<file path="src/rtl/dpram_port_arbiter_pkg.sv">
// dpram_port_arbiter_pkg.sv
// Shared states and helpers for the dual-port RAM arbiter.
package dpram_port_arbiter_pkg;

  typedef enum logic {
    ST_INIT = 1'b0,
    ST_RUN  = 1'b1
  } arb_state_e;

  localparam int RSP_LAT = 1;

  function automatic int wrap_idx(
    input int v,
    input int n
  );
    return v % n;
  endfunction

endpackage

</file>
<file path="src/rtl/dpram_port_arbiter_rr_pick.sv">
// rr_pick.sv
// Round-robin first-found picker over a valid vector.
module rr_pick
  import dpram_port_arbiter_pkg::*;
#(
  parameter int N   = 4,
  parameter int IDW = $clog2(N)
) (
  input  logic [N-1:0]   valid,
  input  logic [IDW-1:0] start,
  output logic [N-1:0]   onehot,
  output logic [IDW-1:0] idx,
  output logic           found
);

  logic [IDW-1:0] cand;

  // first valid index at or after start, wrapping modulo N
  always_comb begin
    found = 1'b0;
    idx   = '0;
    cand  = '0;
    for (int k = 0; k < N; k++) begin
      cand = IDW'(wrap_idx(int'(start) + k, N));
      if (!found && valid[cand]) begin
        found = 1'b1;
        idx   = cand;
      end
    end
    onehot = found ? (N'(1) << idx) : '0;
  end

endmodule

</file>
<file path="src/rtl/dpram_port_arbiter.sv">
// dpram_port_arbiter.sv
// Shares both ports of a sync-read true DPRAM among N_REQ requesters.
module dpram_port_arbiter
  import dpram_port_arbiter_pkg::*;
#(
  parameter  int WIDTH = 32,
  parameter  int DEPTH = 32,
  parameter  int N_REQ = 4,
  localparam int AW    = $clog2(DEPTH),
  localparam int IDW   = $clog2(N_REQ)
) (
  input  logic                   clk,
  input  logic                   rst_n,
  input  logic                   clear,
  output logic                   init_busy,
  input  logic [N_REQ-1:0]       req_valid,
  output logic [N_REQ-1:0]       req_ready,
  input  logic [N_REQ-1:0]       req_we,
  input  logic [N_REQ*AW-1:0]    req_addr,
  input  logic [N_REQ*WIDTH-1:0] req_wdata,
  output logic [N_REQ-1:0]       rsp_valid,
  output logic [N_REQ*WIDTH-1:0] rsp_rdata,
  output logic [WIDTH-1:0]       ram0_din,
  output logic                   ram0_we,
  output logic [AW-1:0]          ram0_addr,
  output logic                   ram0_en,
  input  logic [WIDTH-1:0]       ram0_dout,
  output logic [WIDTH-1:0]       ram1_din,
  output logic                   ram1_we,
  output logic [AW-1:0]          ram1_addr,
  output logic                   ram1_en,
  input  logic [WIDTH-1:0]       ram1_dout
);

  arb_state_e state_q, state_d;
  logic [AW-1:0]  ptr_q, ptr_d;
  logic [IDW-1:0] rr_q, rr_d;

  logic [RSP_LAT-1:0] rd0_q, rd1_q;
  logic [IDW-1:0]     id0_q, id1_q;

  logic [N_REQ-1:0] oh_a, oh_b, valid_b;
  logic [IDW-1:0]   id_a, id_b, start_b;
  logic             fnd_a, fnd_b;

  logic [AW-1:0]    addr_a, addr_b;
  logic [WIDTH-1:0] wd_a, wd_b;
  logic             we_a, we_b;
  logic             clash, gnt_a, gnt_b;
  logic             run, sweep;

  assign run       = (state_q == ST_RUN);
  assign sweep     = (state_q == ST_INIT) && rst_n;
  assign init_busy = (state_q == ST_INIT);

  rr_pick #(
    .N   (N_REQ),
    .IDW (IDW)
  ) u_pick_a (
    .valid  (req_valid),
    .start  (rr_q),
    .onehot (oh_a),
    .idx    (id_a),
    .found  (fnd_a)
  );

  assign valid_b = req_valid & ~oh_a;
  assign start_b = IDW'(wrap_idx(int'(id_a) + 1, N_REQ));

  rr_pick #(
    .N   (N_REQ),
    .IDW (IDW)
  ) u_pick_b (
    .valid  (valid_b),
    .start  (start_b),
    .onehot (oh_b),
    .idx    (id_b),
    .found  (fnd_b)
  );

  assign addr_a = req_addr[id_a*AW +: AW];
  assign addr_b = req_addr[id_b*AW +: AW];
  assign wd_a   = req_wdata[id_a*WIDTH +: WIDTH];
  assign wd_b   = req_wdata[id_b*WIDTH +: WIDTH];
  assign we_a   = req_we[id_a];
  assign we_b   = req_we[id_b];

  // grant A always; B only when it cannot collide with A on a write
  always_comb begin
    clash     = (addr_a == addr_b) && (we_a || we_b);
    gnt_a     = run && fnd_a;
    gnt_b     = run && fnd_a && fnd_b && !clash;
    req_ready = '0;
    if (gnt_a) req_ready = req_ready | oh_a;
    if (gnt_b) req_ready = req_ready | oh_b;
  end

  // RAM port drive: zero sweep in INIT, granted requests in RUN
  always_comb begin
    ram0_en   = 1'b0;
    ram0_we   = 1'b0;
    ram0_addr = '0;
    ram0_din  = '0;
    ram1_en   = 1'b0;
    ram1_we   = 1'b0;
    ram1_addr = '0;
    ram1_din  = '0;
    if (sweep) begin
      ram0_en   = 1'b1;
      ram0_we   = 1'b1;
      ram0_addr = ptr_q;
      ram1_en   = 1'b1;
      ram1_we   = 1'b1;
      ram1_addr = ptr_q + AW'(1);
    end else begin
      if (gnt_a) begin
        ram0_en   = 1'b1;
        ram0_we   = we_a;
        ram0_addr = addr_a;
        ram0_din  = wd_a;
      end
      if (gnt_b) begin
        ram1_en   = 1'b1;
        ram1_we   = we_b;
        ram1_addr = addr_b;
        ram1_din  = wd_b;
      end
    end
  end

  // next state, sweep pointer and round-robin pointer
  always_comb begin
    state_d = state_q;
    ptr_d   = ptr_q;
    rr_d    = rr_q;
    unique case (state_q)
      ST_INIT: begin
        ptr_d = ptr_q + AW'(2);
        if (clear) begin
          ptr_d = '0;
        end else if (ptr_q == AW'(DEPTH - 2)) begin
          state_d = ST_RUN;
        end
      end
      ST_RUN: begin
        if (clear) begin
          state_d = ST_INIT;
          ptr_d   = '0;
        end
      end
      default: state_d = ST_INIT;
    endcase
    if (gnt_b) begin
      rr_d = IDW'(wrap_idx(int'(id_b) + 1, N_REQ));
    end else if (gnt_a) begin
      rr_d = IDW'(wrap_idx(int'(id_a) + 1, N_REQ));
    end
  end

  // state registers and per-port read tags
  always_ff @(posedge clk or negedge rst_n) begin
    if (!rst_n) begin
      state_q <= ST_INIT;
      ptr_q   <= '0;
      rr_q    <= '0;
      rd0_q   <= '0;
      rd1_q   <= '0;
      id0_q   <= '0;
      id1_q   <= '0;
    end else begin
      state_q <= state_d;
      ptr_q   <= ptr_d;
      rr_q    <= rr_d;
      rd0_q   <= RSP_LAT'(gnt_a && !we_a);
      rd1_q   <= RSP_LAT'(gnt_b && !we_b);
      id0_q   <= id_a;
      id1_q   <= id_b;
    end
  end

  // route registered read data back to the tagged requester
  always_comb begin
    rsp_valid = '0;
    rsp_rdata = '0;
    if (rd0_q[RSP_LAT-1]) begin
      rsp_valid[id0_q]                 = 1'b1;
      rsp_rdata[id0_q*WIDTH +: WIDTH] = ram0_dout;
    end
    if (rd1_q[RSP_LAT-1]) begin
      rsp_valid[id1_q]                 = 1'b1;
      rsp_rdata[id1_q*WIDTH +: WIDTH] = ram1_dout;
    end
  end

endmodule

</file>
<file path="config.mk">
export PLATFORM = sky130hd
export DESIGN_NAME = dpram_port_arbiter
export DESIGN_NICKNAME = d
export VERILOG_FILES = /design/src/rtl/dpram_port_arbiter_pkg.sv /design/src/rtl/dpram_port_arbiter_rr_pick.sv /design/src/rtl/dpram_port_arbiter.sv
export SDC_FILE = /design/constraint.sdc
export NUM_CORES = 1
export LEC_CHECK = 0
export BUFFER_PORTS_ARGS = -buffer_cell sky130_fd_sc_hd__buf_2
export CORE_AREA = 5 5 165 167
export DETAILED_ROUTE_END_ITERATION = 8
export DIE_AREA = 0 0 170 172
export GPL_ROUTABILITY_DRIVEN = 0
export GPL_TIMING_DRIVEN = 0
export REMOVE_ABC_BUFFERS = 1
export SYNTH_ARGS = -nofsm -noshare
export SYNTH_HDL_FRONTEND = slang
export SYNTH_HIERARCHICAL = 1
export SYNTH_SLANG_ARGS = --single-unit
</file>
<file path="constraint.sdc">
create_clock -name clk -period 9.6 [get_ports clk]
set_input_delay 0.48 -clock clk [delete_from_list [all_inputs] [get_ports clk]]
set_output_delay 0.48 -clock clk [all_outputs]
set_load 0.05 [all_outputs]
</file>
# [Yosys cells after proc, flatten, opt, wreduce, memory -nomap -nowiden]
# Cells that the tools add are included.
[word_totals] reg_bits=14 input_bits=223 output_inout_bits=215
[classes] n_addsub=12 multipliers=2 magnitude_cmp=14 eq_ne=3 shift=10 mux=74 bitwise=6 n_reduce_logical=26
[op_table] op="$mux W128" n=2
[op_table] op="$shift A32 B34 Y128 const A" n=2
[op_table] op="$shiftx A128 B8 Y32" n=2
[op_table] op="$shiftx A32 B34 Y128" n=2
[op_table] op="$and A128 B128 Y128" n=1
[op_table] op="$bwmux W128" n=1
[op_table] op="$mux W32" n=4
[op_table] op="$neg A7 Y34" n=2
[op_table] op="$shiftx A20 B6 Y5" n=2
[op_table] op="$lt A2 B3 Y1 const B" n=12
[op_table] op="$mux W1" n=31
[op_table] op="$mux W5" n=6
[op_table] op="$mux W4" n=6
[op_table] op="$bmux W1 S2" n=10
[op_table] op="$mux W2" n=10
[op_table] op="$logic_and A1 B1 Y1" n=15
[op_table] op="$mul A2 B3 Y5 const B" n=2
[op_table] op="$pmux W5 S2" n=1
[op_table] op="$logic_not A1 Y1" n=9
[op_table] op="$add A2 B1 Y2 const B" n=4
[op_table] op="$add A2 B2 Y2 const B" n=4
[op_table] op="$or A4 B4 Y4" n=2
[op_table] op="$shl A1 B2 Y4 const A" n=2
[op_table] op="$add A5 B1 Y5 const B" n=1
[op_table] op="other kinds (12)" n=14

# [Depth between registers and ports, before layout]
# Gate-level depths: netlist (run 1).
[depth] word_depth=36 ltp_mapped=19 depth_no_buf=12

# [Cells and area by module]
# The synthesis (run 1) kept the hierarchy.
[by_module_without_submodules] module="dpram_port_arbiter" n_inst=1 cells_each=460 area_per_inst_um2=4610.7
[by_module_without_submodules] module="rr_pick (u_pick_a)" n_inst=1 cells_each=33 area_per_inst_um2=211.5
[by_module_without_submodules] module="rr_pick (u_pick_b)" n_inst=1 cells_each=32 area_per_inst_um2=182.7

# [Worst setup path before layout (run 1)]
# Ideal clock, no wire load.
[synth_path] path_kind="input to output" start="input port req_valid[0]" end="output port ram1_addr[0]" arrival_ns=4.814 required_time_ns=9.120 slack_ns=4.306 stages=18 n_path_buf=8 path_cell_list="buf_2 > mux2i_1 > nor2_1 > a311oi_1 > buf_4 > buf_6 > buf_1 > xor2_1 > buf_4 > a21oi_1 > a211oi_2 > buf_2 > buf_6 > mux4_2 > o21ai_2 > o21bai_4 > buf_4 > o21ai_1"
[synth_lines] element="start: declaration" line="dpram_port_arbiter.sv:16" rtl="input logic [N_REQ-1:0] req_valid,"
[synth_lines] element="$bmux W1 S2" line="dpram_port_arbiter_rr_pick.sv:25" rtl="if (!found && valid[cand]) begin"
[synth_lines] element="$mux W1 (implied by the code)" line="dpram_port_arbiter_rr_pick.sv:25"
[synth_lines] element="$mux W1" line="dpram_port_arbiter_rr_pick.sv:25"
[synth_lines] element="$logic_not A1 Y1" line="dpram_port_arbiter_rr_pick.sv:25"
[synth_lines] element="$logic_and A1 B1 Y1" line="dpram_port_arbiter_rr_pick.sv:25"
[synth_lines] element="$mux W1" line="dpram_port_arbiter_rr_pick.sv:25"
[synth_lines] element="$logic_not A1 Y1" line="dpram_port_arbiter_rr_pick.sv:25"
[synth_lines] element="$logic_and A1 B1 Y1" line="dpram_port_arbiter_rr_pick.sv:25"
[synth_lines] element="(+4 left out)"
[synth_lines] element="named net id_a[0]" line="dpram_port_arbiter.sv:43" rtl="logic [IDW-1:0] id_a, id_b, start_b;"
[synth_lines] element="(+1 left out)"
[synth_lines] element="named net start_b[1]" line="dpram_port_arbiter.sv:43"
[synth_lines] element="(+12 left out)"
[synth_lines] element="named net id_b[0]" line="dpram_port_arbiter.sv:43"
[synth_lines] element="$mul A2 B3 Y5 or $bmux W1 S2 (tied branches)" line="dpram_port_arbiter.sv:82, dpram_port_arbiter.sv:86"
[synth_lines] element="$shiftx A20 B6 Y5 or $mux W1 (tied branches)" line="dpram_port_arbiter.sv:82, dpram_port_arbiter.sv:86"
[synth_lines] element="$eq A5 B5 Y1 or $logic_or A1 B1 Y1 (tied branches)" line="dpram_port_arbiter.sv:90" rtl="clash = (addr_a == addr_b) && (we_a || we_b);"
[synth_lines] element="$logic_and A1 B1 Y1" line="dpram_port_arbiter.sv:90"
[synth_lines] element="$logic_not A1 Y1" line="dpram_port_arbiter.sv:92" rtl="gnt_b = run && fnd_a && fnd_b && !clash;"
[synth_lines] element="$logic_and A1 B1 Y1" line="dpram_port_arbiter.sv:92"
[synth_lines] element="$mux W5 (*)" line="dpram_port_arbiter.sv:122" rtl="if (gnt_b) begin"
[synth_lines] element="$mux W5 (*)" line="dpram_port_arbiter.sv:108" rtl="if (sweep) begin"
[synth_lines] element="end: declaration" line="dpram_port_arbiter.sv:30" rtl="output logic [AW-1:0] ram1_addr,"
# Mark *: on every way through the listed nets, which the timed path passes. The select of a mux whose other input is x is not followed.

# [Final worst setup path (run 1)]
[layout_path] start="register rr_q[1]" end="output port ram1_din[31]"
[layout_lines] element="start: declaration" line="dpram_port_arbiter.sv:37" rtl="logic [IDW-1:0] rr_q, rr_d;"
[layout_lines] element="start signal: assignment" line="dpram_port_arbiter.sv:173" rtl="rr_q <= rr_d;"
[layout_lines] element="parallel branches: the longest is 11 deep, another holds $add A2 B1 Y2"
[layout_lines] element="$mux W2 (*)" line="dpram_port_arbiter_rr_pick.sv:25"
[layout_lines] element="named net id_a[0]" line="dpram_port_arbiter.sv:43"
[layout_lines] element="$add A2 B1 Y2 (*)" line="dpram_port_arbiter.sv:68" rtl="assign start_b = IDW'(wrap_idx(int'(id_a) + 1, N_REQ));"
[layout_lines] element="named net start_b[1]" line="dpram_port_arbiter.sv:43"
[layout_lines] element="parallel branches: the longest is 11 deep, another holds $add A2 B1 Y2"
[layout_lines] element="$mux W2 (*)" line="dpram_port_arbiter_rr_pick.sv:25"
[layout_lines] element="named net id_b[0]" line="dpram_port_arbiter.sv:43"
[layout_lines] element="$mul A2 B3 Y5 or $bmux W1 S2 (tied branches)" line="dpram_port_arbiter.sv:82, dpram_port_arbiter.sv:86"
[layout_lines] element="$shiftx A20 B6 Y5 or $mux W1 (tied branches)" line="dpram_port_arbiter.sv:82, dpram_port_arbiter.sv:86"
[layout_lines] element="$eq A5 B5 Y1 or $logic_or A1 B1 Y1 (tied branches)" line="dpram_port_arbiter.sv:90"
[layout_lines] element="$logic_and A1 B1 Y1" line="dpram_port_arbiter.sv:90"
[layout_lines] element="$logic_not A1 Y1" line="dpram_port_arbiter.sv:92"
[layout_lines] element="$logic_and A1 B1 Y1" line="dpram_port_arbiter.sv:92"
[layout_lines] element="$mux W32 (*)" line="dpram_port_arbiter.sv:122"
[layout_lines] element="$mux W32 (*)" line="dpram_port_arbiter.sv:108"
[layout_lines] element="end: declaration" line="dpram_port_arbiter.sv:28" rtl="output logic [WIDTH-1:0] ram1_din,"
# Marked as above.

==> results of run 1 <==
[critical path: cells and delay by family, from the launching register on]
family,cells,cell delay [ns]
compound gates,4,2.19
xor+xnor,2,1.05
buf+inv,5,1.12
flops,1,0.59
mux,2,0.81
simple gates,3,0.46
[sequential cells by signal, summed over array words and instances, names as in the netlist]
register	cells
rd1_q	1
id1_q	2
run	1
rd0_q	1
ptr_q	4
id0_q	2
rr_q	2
[power by group]
| part | total (mW) | internal, mW | leakage, nW | switching, mW |
|---|---|---|---|---|
| clock | 0.0788 | 0.0554 | 0.0409 | 0.0234 |
| sequential | 0.0895 | 0.0661 | 0.169 | 0.0235 |
| combinational | 0.816 | 0.431 | 3.78 | 0.385 |
| total | 0.984 | 0.552 | 3.99 | 0.431 |
[worst max path at each step]
stage,depth (start not counted),slack (ns),start,end
after global routing,16,2.10,rr_q[1]$_DFFE_PN0P_,ram1_din[31]
after CTS,16,2.46,rr_q[1]$_DFFE_PN0P_,ram1_din[31]
after global placement,11,-8.78,req_valid[3],ram1_din[31]
after floorplan,9,-3.63,req_valid[3],ram1_en
after detailed placement,16,2.76,rr_q[1]$_DFFE_PN0P_,ram1_din[31]
final,16,2.57,rr_q[1]$_DFFE_PN0P_,ram1_din[31]
[layout make-up]
cell class / instances / share of cell area
multi-input combinational: 431 / 0.563
tap: 335 / 0.0535
timing repair buffer: 462 / 0.319
inverter: 23 / 0.0110
clock buffer: 3 / 0.00959
antenna: 6 / 0.00192
sequential: 13 / 0.0416
clock inverter: 1 / 0.000639
[through the flow]
step           std cells  worst slack [ns]  TNS (ns)  area [µm²]
6_report            1274              2.57         0        7830
5_1_grt             1272              2.10         0        7820
4_1_cts             1268              2.46         0        7810
3_5_place_dp        1264              2.76         0        7730
3_3_place_gp        1239             -8.78   -442.93        7330
2_1_floorplan        467             -3.63   -163.39        4720
[cell families after synthesis]
| logic type | Yosys count |
|---|---|
| simple gates | 144 |
| fa+ha+maj | 14 |
| flops | 13 |
| compound gates | 186 |
| buf+inv | 81 |
| xor+xnor | 9 |
| mux | 78 |
[cell usage in the layout (no fill, tap or decap), types with 4 or more instances in the layout]
master	count
nand2_1	31
dfrtp_1	13
nand2b_1	4
ha_1	14
and2_1	34
xnor2_1	6
inv_1	22
o21ai_1	9
o21ai_0	6
nor2b_1	39
buf_4	11
mux4_2	76
nor2_1	17
a22o_1	132
o211ai_1	5
a21oi_1	14
diode_2	6
buf_2	438
buf_8	6
nand3_1	4
[per-layer routing]
metal  global-route usage  vias to the layer above
li1                     -                     2925
met1                0.194                     3222
met2                0.324                      431
met3               0.0386                       26
met4               0.0392                        2
met5                    0                        -
==> impl_metrics.py, run 1 <==
metrics = {
    "die": {
        "io_pins": 438,
        "die-area_um2": 29200,
        "rows": 59,
        "initial_utilization": 0.195,
        "die_w_um": 170,
        "die_h_um": 172,
        "core_region_area_um2": 25600,
    },
    "route": {
        "wl_met2_um": 14500,
        "wl_per_cell_um": 21.8,
        "dr.pass1.iters": 5,
        "route.met3.wl_um": 2760,
        "wl_met1_um": 9990,
        "drtIter0Drc": 392,
        "drc": 0,
        "vias_per_cell": 5.19,
        "wl_um": 27700,
        "ant_nets": 0,
        "highest_layer": "met5",
        "vias": 6606,
    },
    "layout": {
        "finalNetCount": 1171,
        "seq_area_um2": 325,
        "multi_input_area_um2": 4410,
        "nFillCells": 2718,
        "area_growth_syn_to_layout_pct": 56.4,
        "final_util": 0.306,
        "layout-drive-gt1-share": 0.606,
    },
    "setup_path": {
        "crit_type": "reg2out",
        "crit_top_cell": "buf_8",
        "regToRegSetupSlack_ns": 3.52,
        "crit_slowest_cell": "o21bai_4",
        "arrival_ns": 6.55,
        "start_kind": "flop",
        "r2r_cells": 15,
        "max_stage_delay_ns": 0.91,
        "cp_data_required_time_ns": 9.12,
        "cp-end-kind": "output port",
        "crit_path_cell_trace": "mux2i_1, nor2_1, a311oi_4, buf_8, xor2_1, a21oi_1, a211oi_4, buf_16, buf_8, buf_8, mux4_2, xnor2_2, nand4_4, o21bai_4, nor2b_1, buf_2",
        "cp_max_fo": 40,
        "r2r-end": "rd1_q$_DFF_PN0_",
        "r2r-start": "rr_q[1]$_DFFE_PN0P_",
    },
    "pwr": {
        "p_per_area_nw_per_um2": 126,
        "irDropWorstVdd_mv": 0.103,
        "power_uw": 984,
        "p_leak_nw": 3.99,
    },
    "cts": {
        "insertion_delay_ns": 0.24,
        "post-cts-setup-buffers": 0,
        "htreeDepth": 1,
        "clk_pin_slew_ns": 0.05,
        "cts-root-buf": "clkbuf_16",
        "clock-sinks": 13,
        "cts_tree": "yes",
        "holdBufCountCts": 0,
        "numCtsBuffers": 3,
        "clockBufferDepth": 2,
        "cts_resized": 0,
    },
    "sta": {
        "setup_violations": 0,
        "max_slew_margin": 0.252,
        "fmax_mhz": 142,
        "whs_ns": 0.138,
        "grt_setup_unrepaired": "no",
        "skew_ns": 0.00274,
        "period_minus_slack_ns": 7.03,
        "tightest_slew_ns": 1.12,
        "slew_viol_final": 0,
        "min_period_over_period": 0.732,
        "hold_viol": 0,
    },
    "place": {
        "io_buffers": 437,
        "dp_hpwl_um": 23600,
    },
    "synthesis": {
        "syn-cell-area_um2": 5000,
        "synth_xor_area_frac": 0.0172,
        "ys_ff_latch": 13,
        "postSynth.asyncResetShare": 1.00,
        "ys_types": 51,
        "synth_top_family_by_area": "multiplexers",
        "syn_area_per_cell_um2": 9.53,
        "synth_top_area_cell": "mux4_2",
        "synth-seq-area-share": 0.0650,
        "yosys_warnings": 6,
        "ys.flop_type": "dfrtp_1",
        "yosys-mux-area-fraction": 0.346,
        "synth.most_common_cell": "a22o_1",
        "synth_compound_area_frac": 0.305,
        "netlist_top_cells_area": "mux4_2 34%, a22o_1 23%, dfrtp_1 6.5%",
        "synth_top_cell_area_share": 0.342,
        "synthTopCellsByCount": "132 x a22o_1, 76 x mux4_2, 39 x nor2b_1",
        "synthSimpleGateAreaFrac": 0.159,
        "synthAdderAreaFrac": 0.0350,
        "synth-edff-count": 0,
        "syn-instance-count": 525,
    },
    "hold_path": {
        "hold_class": "in2async",
    },
    "grt": {
        "antenna_found_initial": 8,
        "grt.overflow.total": 0,
        "grt_pass1_wl_um": 39600,
        "first_global_vias": 6659,
        "grt_max_degree": 41,
        "grt_usage": 0.171,
    },
    "run": {
        "maxCapViolCount": 0,
    },
    "status": {
        "status": "complete, no violations",
    },
}
Power figures use the tool's default switching activity.
==> run 2, diff against run 1 <==
--- a/config.mk
+++ b/config.mk
@@ -6,9 +6,9 @@
 export NUM_CORES = 1
 export LEC_CHECK = 0
 export BUFFER_PORTS_ARGS = -buffer_cell sky130_fd_sc_hd__buf_2
-export CORE_AREA = 5 5 165 167
+export CORE_AREA = 5 5 166 168
 export DETAILED_ROUTE_END_ITERATION = 8
-export DIE_AREA = 0 0 170 172
+export DIE_AREA = 0 0 171 173
 export GPL_ROUTABILITY_DRIVEN = 0
 export GPL_TIMING_DRIVEN = 0
 export REMOVE_ABC_BUFFERS = 1
==> constraint.sdc (replaced) <==
create_clock -name clk -period 7.25 [get_ports clk]
set_input_delay 0.3625 -clock clk [delete_from_list [all_inputs] [get_ports clk]]
set_output_delay 0.3625 -clock clk [all_outputs]
set_load 0.05 [all_outputs]
==> impl_metrics.py, run 2 (synthesis gave the netlist of run 1 again) <==
metrics = {
    "status": {
        "status": "complete, no violations",
    },
    "sta": {
        "skew_ns": 0.00201,
        "tightest_slew_ns": 1.00,
        "slew_viol_final": 0,
        "fin_ws_ns": 0.569,
        "fmax_mhz": 150,
        "min_period_over_period": 0.922,
        "grt_setup_unrepaired": "no",
        "max_slew_margin": 0.331,
        "setup_violations": 0,
        "period_minus_slack_ns": 6.68,
        "whs_ns": 0.0205,
        "hold_viol": 0,
        "setup_tns_ns": 0,
    },
    "pwr": {
        "power_mw": 1.33,
        "p_per_area_nw_per_um2": 169,
        "p_leak_nw": 4.02,
        "irDropWorstVdd_mv": 0.183,
    },
    "die": {
        "io_pins": 438,
        "die-area_um2": 29600,
        "rows": 59,
        "core_region_area_um2": 25800,
        "die_w_um": 171,
        "die_h_um": 173,
        "initial_utilization": 0.194,
    },
    "layout": {
        "layout-drive-gt1-share": 0.605,
        "largest_reg_flops": 4,
        "final_cell_mix": "439 x buf_2, 132 x a22o_1, 76 x mux4_2, 39 x nor2b_1, 35 x and2_1",
        "final_common_cell": "buf_2",
        "area_growth_syn_to_layout_pct": 57.3,
        "final_cell_area_um2": 7870,
        "largest-register": "ptr_q",
        "finalNetCount": 1175,
    },
    "route": {
        "drtIter0Drc": 318,
        "drc": 0,
        "ant_nets": 0,
        "wl_um": 28800,
        "vias": 6603,
        "dr.pass1.iters": 4,
        "wl_per_cell_um": 22.6,
        "vias_per_cell": 5.19,
    },
    "setup_path": {
        "max_stage_delay_ns": 0.84,
        "regToRegSetupSlack_ns": 1.33,
        "crit_type": "reg2out",
        "crit_top_cell": "buf_8",
        "crit_path_cell_trace": "mux2i_1, nor2_1, a311oi_4, xor2_1, a21oi_1, a211oi_4, buf_8, buf_8, buf_16, mux4_2, xnor2_2, nand4_4, o21bai_4, o21ai_1, buf_2",
        "cp_num_buf_inv": 4,
        "cp-end-kind": "output port",
        "cp_data_required_time_ns": 6.89,
        "path_delay_family": "compound AO/OA/AOI/OAI gates",
        "start_kind": "flop",
        "arrival_ns": 6.32,
        "crit_slowest_cell": "xor2_1",
        "cp_max_fo": 20,
    },
    "place": {
        "dp_hpwl_um": 24400,
        "place_ws_ns": 0.523,
        "placed_area_um2": 7770,
        "io_buffers": 437,
    },
    "cts": {
        "cts-root-buf": "clkbuf_16",
        "post-cts-setup-buffers": 0,
        "cts_tree": "yes",
        "numCtsBuffers": 3,
        "htreeDepth": 1,
        "insertion_delay_ns": 0.24,
        "clockBufferDepth": 2,
        "clock-sinks": 13,
        "clk_pin_slew_ns": 0.05,
    },
    "hold_path": {
        "hold_class": "in2async",
    },
    "grt": {
        "grt.overflow.total": 0,
        "antenna_found_initial": 2,
        "grt_usage": 0.177,
        "grt_max_degree": 41,
        "first_global_vias": 6797,
        "grt_pass1_wl_um": 41200,
    },
    "run": {
        "maxCapViolCount": 0,
    },
}
run 2: path summary, 6_finish.rpt:
| kind | from | endpoint | cells after the start |
|---|---|---|---|
| worst max register to register | rr_q[1]$_DFFE_PN0P_ | rd1_q$_DFF_PN0_ | 14 |
| worst min register to register | ptr_q[4]$_DFFE_PN0P_ | ptr_q[4]$_DFFE_PN0P_ | 2 |
| worst max-delay path | rr_q[1]$_DFFE_PN0P_ | ram1_addr[1] | 15 |
| min in group clk | clear | ptr_q[3]$_DFFE_PN0P_ | 2 |
| max in group asynchronous | rst_n | rr_q[0]$_DFFE_PN0P_ | 1 |
| worst min-delay path | rst_n | rd1_q$_DFF_PN0_ | 1 |
run 2: where the power goes:
part | internal (mW) | switching (mW) | total [mW]
clock | 0.0742 | 0.0302 | 0.104
combinational | 0.572 | 0.538 | 1.11
sequential | 0.0875 | 0.0321 | 0.120
total | 0.733 | 0.601 | 1.33
run 2: area by class of cell:
class | count | area (µm²)
diodes | 1 | 2.50
clock buffers | 4 | 78.8
fillers | 2748 | 17900
inverters | 23 | 86.3
multi-input cells | 432 | 4420
flip-flops and latches | 13 | 325
well taps | 335 | 419
repair buffers | 465 | 2540
run 2: routing by layer:
layer	global-route usage	up-vias	routed length, µm
li1	-	2921	-
met1	0.195	3211	10000
met5	0	-	0
met4	0.0545	0	913
met3	0.0374	44	2740
met2	0.335	427	15100
run 2: per-stage QoR:
step,util,instances
after floorplan,-,467
after global placement,0.284,1239
after detailed placement,0.302,1267
after CTS,0.305,1271
after global routing,0.305,1273
final,0.305,1273
run 2: what timing repair did:
item / in CTS / in global routing
endpoints found under the setup margin: 0 / 39
hold buffers: 0 / 0
gates resized for setup: 0 / 1
